[src/rtl/lane_merge_ctrl.sv]
// Purpose : two-lane un-striping merge; buffers each lane in its own FIFO and drains them in strict order 0,1,0,1...
// Latency : a word pushed on edge N can be output on edge N+1 at the earliest (no bypass); data_out/valid_out are registered.
// Backpressure: pause_x asserts when FIFO x holds >= AF_THRESH words; pushing into a full FIFO without a same-edge pop is a sticky error.
//
// Ports:
//   clk_2f, reset_L          - block clock (rising edge) and asynchronous active-low reset
//   lane_x / valid_x         - per-lane input word and push strobe (x = 0,1)
//   data_out / valid_out     - merged output word and its "new word" strobe
//   pause_0 / pause_1        - per-lane almost-full, decoded from the registered counts
//   next_lane                - lane the next output word will be taken from
//   error / state            - sticky overflow flag; FSM state 00 IDLE, 01 ACTIVE, 10 ERROR
module lane_merge_ctrl #(
    parameter int DATA_W    = 32,
    parameter int DEPTH     = 4,
    parameter int AF_THRESH = 3
) (
    input  logic              clk_2f,
    input  logic              reset_L,
    input  logic [DATA_W-1:0] lane_0,
    input  logic              valid_0,
    input  logic [DATA_W-1:0] lane_1,
    input  logic              valid_1,
    output logic [DATA_W-1:0] data_out,
    output logic              valid_out,
    output logic              pause_0,
    output logic              pause_1,
    output logic              next_lane,
    output logic              error,
    output logic [1:0]        state
);

    localparam int PTR_W = $clog2(DEPTH);
    localparam int CNT_W = PTR_W + 1;
    localparam logic [CNT_W-1:0] C_DEPTH = CNT_W'(DEPTH);
    localparam logic [CNT_W-1:0] C_AF    = CNT_W'(AF_THRESH);

    typedef enum logic [1:0] {
        S_IDLE   = 2'b00,
        S_ACTIVE = 2'b01,
        S_ERROR  = 2'b10
    } state_t;

    state_t             r_state;
    logic [DATA_W-1:0]  r_mem0 [DEPTH];
    logic [DATA_W-1:0]  r_mem1 [DEPTH];
    logic [PTR_W-1:0]   r_wp0, r_rp0, r_wp1, r_rp1;
    logic [CNT_W-1:0]   r_cnt0, r_cnt1;
    logic [DATA_W-1:0]  r_data_out;
    logic               r_valid_out;
    logic               r_next_lane;
    logic               r_error;

    logic w_push0, w_push1, w_pop0, w_pop1, w_ovf;
    logic w_wr0, w_wr1, w_rd0, w_rd1;

    // In IDLE lane 1 is only accepted alongside the first lane-0 word, so the
    // stream always starts aligned on lane 0.
    assign w_push0 = valid_0 && (r_state == S_IDLE || r_state == S_ACTIVE);
    assign w_push1 = valid_1 && ((r_state == S_IDLE && valid_0) || r_state == S_ACTIVE);

    // Only the lane selected by next_lane may be popped, and only when non-empty.
    assign w_pop0 = (r_state == S_ACTIVE) && !r_next_lane && (r_cnt0 != '0);
    assign w_pop1 = (r_state == S_ACTIVE) &&  r_next_lane && (r_cnt1 != '0);

    // A same-edge pop frees the slot, so a push into a full FIFO is then legal.
    assign w_ovf = (r_state == S_ACTIVE) &&
                   ((w_push0 && r_cnt0 == C_DEPTH && !w_pop0) ||
                    (w_push1 && r_cnt1 == C_DEPTH && !w_pop1));

    // The overflow edge freezes everything: the offending word is dropped
    // and no other FIFO or output activity takes place.
    assign w_wr0 = w_push0 && !w_ovf;
    assign w_wr1 = w_push1 && !w_ovf;
    assign w_rd0 = w_pop0  && !w_ovf;
    assign w_rd1 = w_pop1  && !w_ovf;

    // Storage needs no reset: counts/pointers define which entries are live.
    always_ff @(posedge clk_2f) begin
        if (w_wr0) r_mem0[r_wp0] <= lane_0;
        if (w_wr1) r_mem1[r_wp1] <= lane_1;
    end

    always_ff @(posedge clk_2f or negedge reset_L) begin
        if (!reset_L) begin
            r_state     <= S_IDLE;
            r_wp0       <= '0;
            r_rp0       <= '0;
            r_wp1       <= '0;
            r_rp1       <= '0;
            r_cnt0      <= '0;
            r_cnt1      <= '0;
            r_data_out  <= '0;
            r_valid_out <= 1'b0;
            r_next_lane <= 1'b0;
            r_error     <= 1'b0;
        end else begin
            case (r_state)
                S_IDLE:   if (valid_0) r_state <= S_ACTIVE;
                S_ACTIVE: if (w_ovf) begin
                              r_state <= S_ERROR;
                              r_error <= 1'b1;
                          end
                S_ERROR:  r_error <= 1'b1;
                default:  r_state <= S_IDLE;
            endcase

            r_valid_out <= w_rd0 || w_rd1;
            if (w_rd0)      r_data_out <= r_mem0[r_rp0];
            else if (w_rd1) r_data_out <= r_mem1[r_rp1];
            if (w_rd0 || w_rd1) r_next_lane <= ~r_next_lane;

            // Pointers wrap naturally since DEPTH is a power of two.
            if (w_wr0) r_wp0 <= r_wp0 + PTR_W'(1);
            if (w_wr1) r_wp1 <= r_wp1 + PTR_W'(1);
            if (w_rd0) r_rp0 <= r_rp0 + PTR_W'(1);
            if (w_rd1) r_rp1 <= r_rp1 + PTR_W'(1);

            case ({w_wr0, w_rd0})
                2'b10:   r_cnt0 <= r_cnt0 + CNT_W'(1);
                2'b01:   r_cnt0 <= r_cnt0 - CNT_W'(1);
                default: r_cnt0 <= r_cnt0;
            endcase
            case ({w_wr1, w_rd1})
                2'b10:   r_cnt1 <= r_cnt1 + CNT_W'(1);
                2'b01:   r_cnt1 <= r_cnt1 - CNT_W'(1);
                default: r_cnt1 <= r_cnt1;
            endcase
        end
    end

    assign data_out  = r_data_out;
    assign valid_out = r_valid_out;
    assign next_lane = r_next_lane;
    assign error     = r_error;
    assign state     = r_state;
    assign pause_0   = (r_cnt0 >= C_AF);
    assign pause_1   = (r_cnt1 >= C_AF);

endmodule

[config.mk]
export PLATFORM = sky130hd
export DESIGN_NAME = lane_merge_ctrl
export DESIGN_NICKNAME = d
export VERILOG_FILES = /design/src/rtl/lane_merge_ctrl.sv
export SDC_FILE = /design/constraint.sdc
export NUM_CORES = 1
export LEC_CHECK = 0
export CAP_MARGIN = 10
export CORE_ASPECT_RATIO = 2
export CORE_MARGIN = 4
export CORE_UTILIZATION = 55
export CTS_BUF_LIST = sky130_fd_sc_hd__clkbuf_16
export DETAILED_ROUTE_END_ITERATION = 12
export PLACE_DENSITY = 0.73
export SLEW_MARGIN = 5
export SYNTH_ARGS = -nofsm -noshare
export SYNTH_HDL_FRONTEND = slang
export SYNTH_SLANG_ARGS = --single-unit
export TNS_END_PERCENT = 10
[constraint.sdc]
create_clock -name clk_2f -period 3.4 [get_ports clk_2f]
set_input_delay 0.68 -clock clk_2f [delete_from_list [all_inputs] [get_ports clk_2f]]
set_output_delay 0.68 -clock clk_2f [all_outputs]
set_load 0.05 [all_outputs]
Yosys cells after proc, flatten, opt, wreduce, memory -nomap -nowiden --
Memories as Yosys holds them, arrays and structs flattened. Index checks and enable logic that the tools add are counted.
Operators by class: add/subtract/negate cells 8, magnitude comparators 2, equality and inequality tests 10, muxes and demuxes 13, bitwise logic cells 2, reduce and logical (&&, ||, !) cells 33
Operators by type and width (number):
- 32-bit two-way mux | 2
- 1-bit logical AND | 16
- 3-bit case mux with 2 select lines | 2
- 2-bit by 1-bit adder with 2-bit output (second input constant) | 4
- 2-bit nonzero test | 4
- 3-bit by 1-bit adder with 3-bit output (second input constant) | 2
- 2-bit by 1-bit equality test with 1-bit output (second input constant) | 3
- 2-bit equality test (second input constant) | 3
- 3-bit equality test (second input constant) | 2
- 3-bit by 2-bit greater-or-equal comparator with 1-bit output (second input constant) | 2
- 2-bit case mux with 3 select lines | 1
- 3-bit nonzero test | 2
- 3-bit by 1-bit subtractor with 3-bit output (second input constant) | 2
- 1-bit two-way mux | 5
- 1-bit zero test | 4
- 1-bit logical OR | 4
- 2-bit two-way mux | 2
- 2-bit inequality test (second input constant) | 2
- 3-bit AND reduction | 1
- 2-bit zero test | 1
- 1-bit NOT | 2
- 1-bit case mux with 2 select lines | 1
- 2-bit AND reduction | 1
Word-level totals: bits in registers 51, bits in writable memories 256, input bits 68, word-level logic and storage cells 81, memories 2
Memory list:
- r_mem0 | words 4, bits a word 32, read ports 1, clocked after Yosys merged registers in 0, wr ports 1, RTL line 44 | logic [DATA_W-1:0] r_mem0 [DEPTH];
- r_mem1 | words 4, bits a word 32, read ports 1, clocked after Yosys merged registers in 0, wr ports 1, RTL line 45 | logic [DATA_W-1:0] r_mem1 [DEPTH];

Longest topological paths before layout --
Gate-level depths: netlist of run 1.
depth in word-level cells 12, depth in mapped cells 12, gate-level depth less buffers 11

Least setup slack after synthesis of run 1 --
No wires, ideal clock.
kind flip-flop to flip-flop, from register r_state[1], in the netlist state[1], to memory r_mem1[0][0] (enable), arrival 2.473 ns, required time 3.008 ns, path slack 0.535 ns, cell stages (with the launch flop) 6, buffers on the path 0, clock period less this slack 2.865 ns, cells stage by stage dfrtp_1 > nor2b_1 > nand4_1 > nand2_1 > a2111oi_4 > and2_1
Between the ends: word-level cells in the longest chain between the ends 12, elaborated cells between the ends (all ways) 23, classes of those cells eq/ne: 1; mux: 2; reduce/logical: 20
RTL lines:
- start: declaration | RTL line 43 | state_t r_state;
- start signal: assignment | RTL line 85 | r_state <= S_IDLE;
- start signal: assignment | RTL line 98 | S_IDLE: if (valid_0) r_state <= S_ACTIVE;
- start signal: assignment | RTL line 100 | r_state <= S_ERROR;
- 2-bit zero test | RTL line 58, 59
- 1-bit logical AND | RTL line 59 | assign w_push1 = valid_1 && ((r_state == S_IDLE && valid_0) || r_state == S_ACTIVE);
- 1-bit logical OR | RTL line 59
- 1-bit logical AND | RTL line 59
- 1-bit logical AND (2 in a row) | RTL line 68 | (w_push1 && r_cnt1 == C_DEPTH && !w_pop1));
- 1-bit logical OR | RTL line 67 | ((w_push0 && r_cnt0 == C_DEPTH && !w_pop0) ||
- 1-bit logical AND | RTL line 66 | assign w_ovf = (r_state == S_ACTIVE) &&
- 1-bit zero test | RTL line 73 | assign w_wr1 = w_push1 && !w_ovf;
- 1-bit logical AND (*) | RTL line 73
- 1-bit two-way mux (*) | RTL line 80 | if (w_wr1) r_mem1[r_wp1] <= lane_1;
- 1-bit two-way mux (implied by the code) (*) | RTL line 80
- end: declaration | RTL line 45
Every way passes the cells marked *; elsewhere a longest branch is shown, timed or not.

Worst setup path after layout of run 1 --
from register r_state[0], in the netlist state[0], to register r_cnt0[2]
Between the ends: word-level cells in the longest chain between the ends 12, elaborated cells between the ends (all ways) 26, classes of those cells eq/ne: 3; mux: 1; reduce/logical: 22
RTL lines:
- 2-bit zero test | RTL line 58, 59
- 1-bit logical AND | RTL line 59
- 1-bit logical OR | RTL line 59
- 1-bit logical AND | RTL line 59
- 1-bit logical AND (2 in a row) | RTL line 68
- 1-bit logical OR | RTL line 67
- 1-bit logical AND | RTL line 66
- 1-bit zero test | RTL line 72, 74
- 1-bit logical AND, on equally long branches | RTL line 74, 72
- 2-bit by 1-bit equality test with 1-bit output or 2-bit equality test (tied branches) | RTL line 118 | case ({w_wr0, w_rd0})
- 3-bit case mux with 2 select lines or 2-bit nonzero test (tied branches)
- end signal: assignment | RTL line 119 | 2'b10: r_cnt0 <= r_cnt0 + CNT_W'(1);
- end signal: assignment | RTL line 120 | 2'b01: r_cnt0 <= r_cnt0 - CNT_W'(1);
- end signal: assignment | RTL line 121 | default: r_cnt0 <= r_cnt0;
- end: declaration | RTL line 47 | logic [CNT_W-1:0] r_cnt0, r_cnt1;
Parallel ways exist; a longest one is shown, timed or not. A chain may end at the register's enable or synchronous reset.

==> flow_metrics.tcl, run 1 <==
set metrics [dict create \
    status "finished clean" \
    die_area_mm2 0.0239 \
    ys_warn_count 0 \
    chipHeight_um 215 \
    drt_first_pass_iters 4 \
    path_cells "or3b_1, or2_0, nand2b_2, inv_1, ha_1, inv_1, fa_1, xor2_1, nor2_1, xor2_1" \
    maxCapViolCount 0 \
    area_growth_pct 20.1 \
    tightest_slew_ns 1.01 \
    final_nets 797 \
    clock_power_share 0.234 \
    grt_usage 0.210 \
    overflow 0 \
    htree_num_levels 1 \
    clock_skew_ns 0.0116 \
    setup.worst_path.start_class "flop" \
    crit_fanout 10 \
    grt_first_pass_wirelength_mm 37.7 \
    yosysTopAreaCellShare 0.654 \
    p_sw_uw 4270 \
    cts_resized 0 \
    power_frac_comb 0.344 \
    diodes 0 \
    crit_arrival_ns 3.13 \
    layout-drive-gt1-share 0.191 \
    crit_slowest_cell "dfrtp_1" \
    fin_setup_tns_ns 0 \
    nFillCells 1396 \
    cts_root_buf "clkbuf_16" \
    synth_top_cell_by_area "edfxtp_1" \
    cts.sinks 307 \
    p_leak_uw 0.00506 \
    start_util 0.559 \
    io_pins 107 \
    fin_crit_sh 0.787 \
    drc 0 \
    swShare 0.339 \
    hold_viol 0 \
    rows 75 \
    hp-class "in -> async" \
    coreArea_mm2 0.0210 \
    cp.required_ns 3.86 \
    grt_pass1_vias 6262 \
    gp_congestion 0.870 \
    wirelength_mm 24.4 \
    drt_iter0_drc 406 \
    synth_nets 664 \
    crit_path_end_kind "flop" \
    viasPerCell 5.71 \
    slew_headroom 0.324 \
    ir_worst_vdd_v 0.000638 \
    vias 5745 \
    synth_area_mm2 0.0118 \
    setup-violations-final 0 \
    dpl.hpwl_mm 16.7 \
    r2r_cells 10 \
    rrSetupSlack_ns 0.72 \
    fp.dieW_um 111 \
    synth-seq-cells 307 \
    cts_hold_buf 0 \
    ys_seq_area_frac 0.762 \
    sequentialPowerShare 0.422 \
    yosysUniqueCellTypes 37 \
    numCtsBuffers 26 \
    antenna_found_initial 0 \
    critPathMaxStageDelay_ns 0.54 \
    yosys-top-cells-area "edfxtp_1, mux4_2, dfrtp_1" \
    synth-edff-count 256 \
    whs_ns 0.158 \
    ys.flop_type "edfxtp_1" \
    power_uw 12600 \
    fmax_ghz 0.374 \
    grt_start_max_net_pins 55 \
    io_buffer_count 106 \
    postCtsSetupRepairBufs 0 \
    synth_area_per_cell_um2 20.1 \
    ant_nets 0 \
    clk_pin_slew_worst_paths_ns 0.07 \
    criticalPathCategory "reg -> reg" \
    intPower_uw 8310 \
    cts_tree "done" \
    worstSkewPairLatency_ns 0.53 \
    wl_per_cell_um 24.2 \
    drv_slew 0 \
    synthCells 584 \
    rsz0062_at_grt "no" \
    clk_path_buf_depth 3 \
    period_minus_slack_ns 2.68 \
    p_per_area_mw_per_mm2 891 \
    async_flop_share 0.166 \
]
==> logic make-up after synthesis <==
group           Yosys count  share of synthesized area
compound gates           51                     0.0262
xor+xnor                 12                    0.00894
fa+ha+maj                12                     0.0140
buf+inv                  53                     0.0204
flops                   307                      0.762
mux                      88                      0.143
simple gates             61                     0.0250
==> cells in the final DEF (no fill, tap or decap), types with 10 or more instances in the layout <==
cell / instances
mux2i_1: 22
o21ai_1: 19
clkdlybuf4s50_1: 105
o22ai_1: 11
a21oi_1: 11
nand2_1: 29
dfrtp_1: 49
inv_1: 31
mux4_2: 64
buf_4: 22
ha_1: 10
clkbuf_16: 27
edfxtp_1: 256
==> sequential cells by signal, summed over array words and instances, names as in the netlist <==
signal,flops
next_lane,1
r_cnt0,3
r_wp1,2
error,1
r_wp0,2
r_rp0,2
data_out,32
r_mem0,128
valid_out,1
r_cnt1,3
r_rp1,2
r_mem1,128
state,2
==> worst paths after layout <==
kind / start / to
min in group clk_2f: error / error
max in group asynchronous: reset_L / r_rp0[0]
setup / recovery: state[0] / r_cnt0[2]
hold reg to reg: error / error
hold / removal: reset_L / valid_out
setup reg to reg: state[0] / r_cnt0[2]
==> synthesized netlist by cell type (3+ instances only) <==
library cell	n
xor2_1	4
edfxtp_1	256
o21ai_0	3
nand2_1	29
buf_2	9
mux4_2	64
and2_1	8
nor2_1	6
mux2i_1	22
o22ai_1	11
or2_2	3
dfrtp_1	51
ha_1	10
o21ai_1	19
clkbuf_1	14
buf_6	4
xnor2_1	8
inv_1	26
a21oi_1	11
==> power groups by stage <==
stage	Sequential [uW]	Combinational [uW]	Clock, uW
after floorplan	5870	2310	0
after global placement	5330	4280	0
after detailed placement	5380	4380	0
after CTS	5320	4400	3010
after global routing	5390	4580	3180
final	5310	4320	2950
==> critical path, delay by kind of cell, from the launching register on <==
family        cells  cell delay [ns]
fa+ha+maj         2             0.57
simple gates      4             0.99
flops             1             0.54
buf+inv           2             0.20
xor+xnor          2             0.30
==> cell type report <==
| class | instances | area (um2) | area share |
|---|---|---|---|
| Sequential cell | 307 | 8970 | 0.635 |
| Multi-Input combinational cell | 224 | 2560 | 0.182 |
| Timing Repair Buffer | 132 | 1300 | 0.0921 |
| Clock buffer | 27 | 676 | 0.0478 |
| Tap cell | 269 | 337 | 0.0238 |
| Clock inverter | 21 | 180 | 0.0128 |
| Inverter | 26 | 97.6 | 0.00691 |
==> per-layer routing <==
layer / wire length (um) / vias up / share of wire / GRT usage
met1: 8450 / 2988 / 0.35 / 0.241
li1: - / 2559 / - / -
met3: 893 / 35 / 0.037 / 0.0248
met2: 14000 / 163 / 0.57 / 0.389
met5: 0 / - / 0 / 0
met4: 1060 / 0 / 0.043 / 0.0922
==> stage by stage <==
stage | util | std cells | instance area [um2] | worst slack (ns)
after CTS | 0.672 | 1006 | 14100 | 0.731
after global routing | 0.672 | 1006 | 14100 | 0.572
final | 0.672 | 1006 | 14100 | 0.724
after detailed placement | 0.631 | 958 | 13300 | 0.337
after global placement | 0.631 | 958 | 13300 | 0.400
after floorplan | - | 584 | 11800 | 0.535
Note: power is estimated with default switching activity, not from simulation.
==> inputs of run 2 (changes only) <==
==> constraint.sdc (replaced) <==
create_clock -name clk_2f -period 2.5 [get_ports clk_2f]
set_input_delay 0.5 -clock clk_2f [delete_from_list [all_inputs] [get_ports clk_2f]]
set_output_delay 0.5 -clock clk_2f [all_outputs]
set_load 0.05 [all_outputs]
==> flow_metrics.tcl, run 2 (synthesis results as in run 1) <==
set metrics [dict create \
    status "finished clean" \
    slew_headroom 0.378 \
    crit_fanout 6 \
    cts_tree "done" \
    post_dp_cell_area_mm2 0.0135 \
    wl_per_cell_um 24.2 \
    r2r_cells 10 \
    power_frac_comb 0.364 \
    path_cells "a21o_1, clkdlybuf4s50_1" \
    final_common_cell "edfxtp_1" \
    cp.required_ns 2.00 \
    drt_iter0_drc 365 \
    gp_congestion 0.819 \
    final_nets 809 \
    final_util 0.681 \
    grt_first_pass_wirelength_mm 37.9 \
    area_growth_pct 21.7 \
    crit_slowest_cell "clkdlybuf4s50_1" \
    grt_usage 0.210 \
    sequentialPowerShare 0.414 \
    cts_hold_buf 0 \
    maxCapViolCount 0 \
    dpl.cell_count 969 \
    crit_path_end_kind "output port" \
    chipHeight_um 215 \
    cts.sinks 307 \
    p_leak_uw 0.00514 \
    rsz0062_at_grt "yes" \
    hp-class "in -> async" \
    setup.worst_path.start_class "flop" \
    io_pins 107 \
    antenna_found_initial 0 \
    criticalPathCategory "reg -> out" \
    fmax_ghz 0.410 \
    rows 75 \
    clock_skew_ns 0.0179 \
    viasPerCell 5.65 \
    overflow 0 \
    p_sw_uw 5810 \
    start_util 0.559 \
    drv_slew 0 \
    die_area_mm2 0.0239 \
    fp.dieW_um 111 \
    clk_pin_slew_worst_paths_ns 0.07 \
    ant_nets 0 \
    dpl.hpwl_mm 16.8 \
    numCtsBuffers 25 \
    hold_viol 0 \
    swShare 0.338 \
    whs_ns 0.100 \
    tightest_slew_ns 0.933 \
    cts_root_buf "clkbuf_16" \
    clk_path_buf_depth 3 \
    drc 0 \
    fin_crit_sh 0.976 \
    fin_setup_tns_ns 0 \
    grt_start_max_net_pins 55 \
    clock_power_share 0.222 \
    wirelength_mm 24.6 \
    htree_num_levels 1 \
    worstSkewPairLatency_ns 0.54 \
    coreArea_mm2 0.0210 \
    ir_worst_vdd_v 0.000911 \
    grt_pass1_vias 6461 \
    final_cells 1017 \
    final_cell_mix "edfxtp_1, clkdlybuf4s50_1, mux4_2, dfrtp_1, inv_1" \
    fin_area_mm2 0.0143 \
    setup-violations-final 0 \
    vias 5745 \
    crit_arrival_ns 1.94 \
    intPower_uw 11400 \
    period_minus_slack_ns 2.44 \
    p_per_area_mw_per_mm2 1200 \
    diodes 0 \
    critPathMaxStageDelay_ns 0.80 \
    layout-drive-gt1-share 0.211 \
    drt_first_pass_iters 4 \
    io_buffer_count 106 \
]
## run 2: cell count changes in the layout (fill, tap and decap cells not counted), moves of 2 or more
cell	before	now
dfrtp_2	2	4
buf_12	4	15
clkinv_2	7	3
and2_2	0	4
clkinv_1	3	6
clkbuf_16	27	25
buf_4	22	24
dfrtp_1	49	47
and2_1	8	3
## run 2: worst paths after layout
check | start | end | slack (ns)
min in group clk_2f | data_out[8] | data_out[8] | 0.47
worst min register to register | data_out[8] | data_out[8] | 0.47
worst min-delay path | reset_L | valid_out | 0.10
worst max-delay path | r_cnt0[2] | pause_0 | 0.06
max in group asynchronous | reset_L | data_out[15] | 1.66
worst max register to register | next_lane | r_cnt0[2] | 0.11
## run 2: timing repair
item,4_1_cts,5_1_grt
buffers inserted,0,2
setup endpoints to repair,0,2
gates resized for setup,0,5
## run 2: final cells by class
class                   count  area, um2
multi-input cells         224       2580
repair buffers            145       1540
inverters                  26       97.6
fillers                  1372       6700
flip-flops and latches    307       8970
clock buffers              25        626
well taps                 269        337
clock inverters            21        171
## run 2: power groups by stage
stage               sequential (uW)  combinational [uW]  clock, uW
detailed placement             7190                6320          0
finish                         7100                6250       3820
global route                   7190                6660       4100
global placement               7110                6200          0
CTS                            7100                6350       3880
floorplan                      7980                3150          0
## run 2: per-stage QoR
stage                     power, uW  setup WS, ns
after global routing          17900      -0.00178
after detailed placement      13500        -0.250
after floorplan               11100        -0.295
final                         17200        0.0605
after global placement        13300        -0.210
after CTS                     17300        0.0589
## run 2: worst max-delay path: cells and delay by family, from the launching register on
kind | cells | cell delay (ns)
AOI/OAI and AO/OA | 1 | 0.12
DFF | 1 | 0.48
buffers and inverters | 1 | 0.80
## run 2: per-layer routing
layer | vias up | wire, um | GRT usage
li1 | 2590 | - | -
met1 | 2949 | 8450 | 0.234
met2 | 163 | 14000 | 0.397
met3 | 43 | 1020 | 0.0256
met4 | 0 | 1130 | 0.0942
met5 | - | 0 | 0
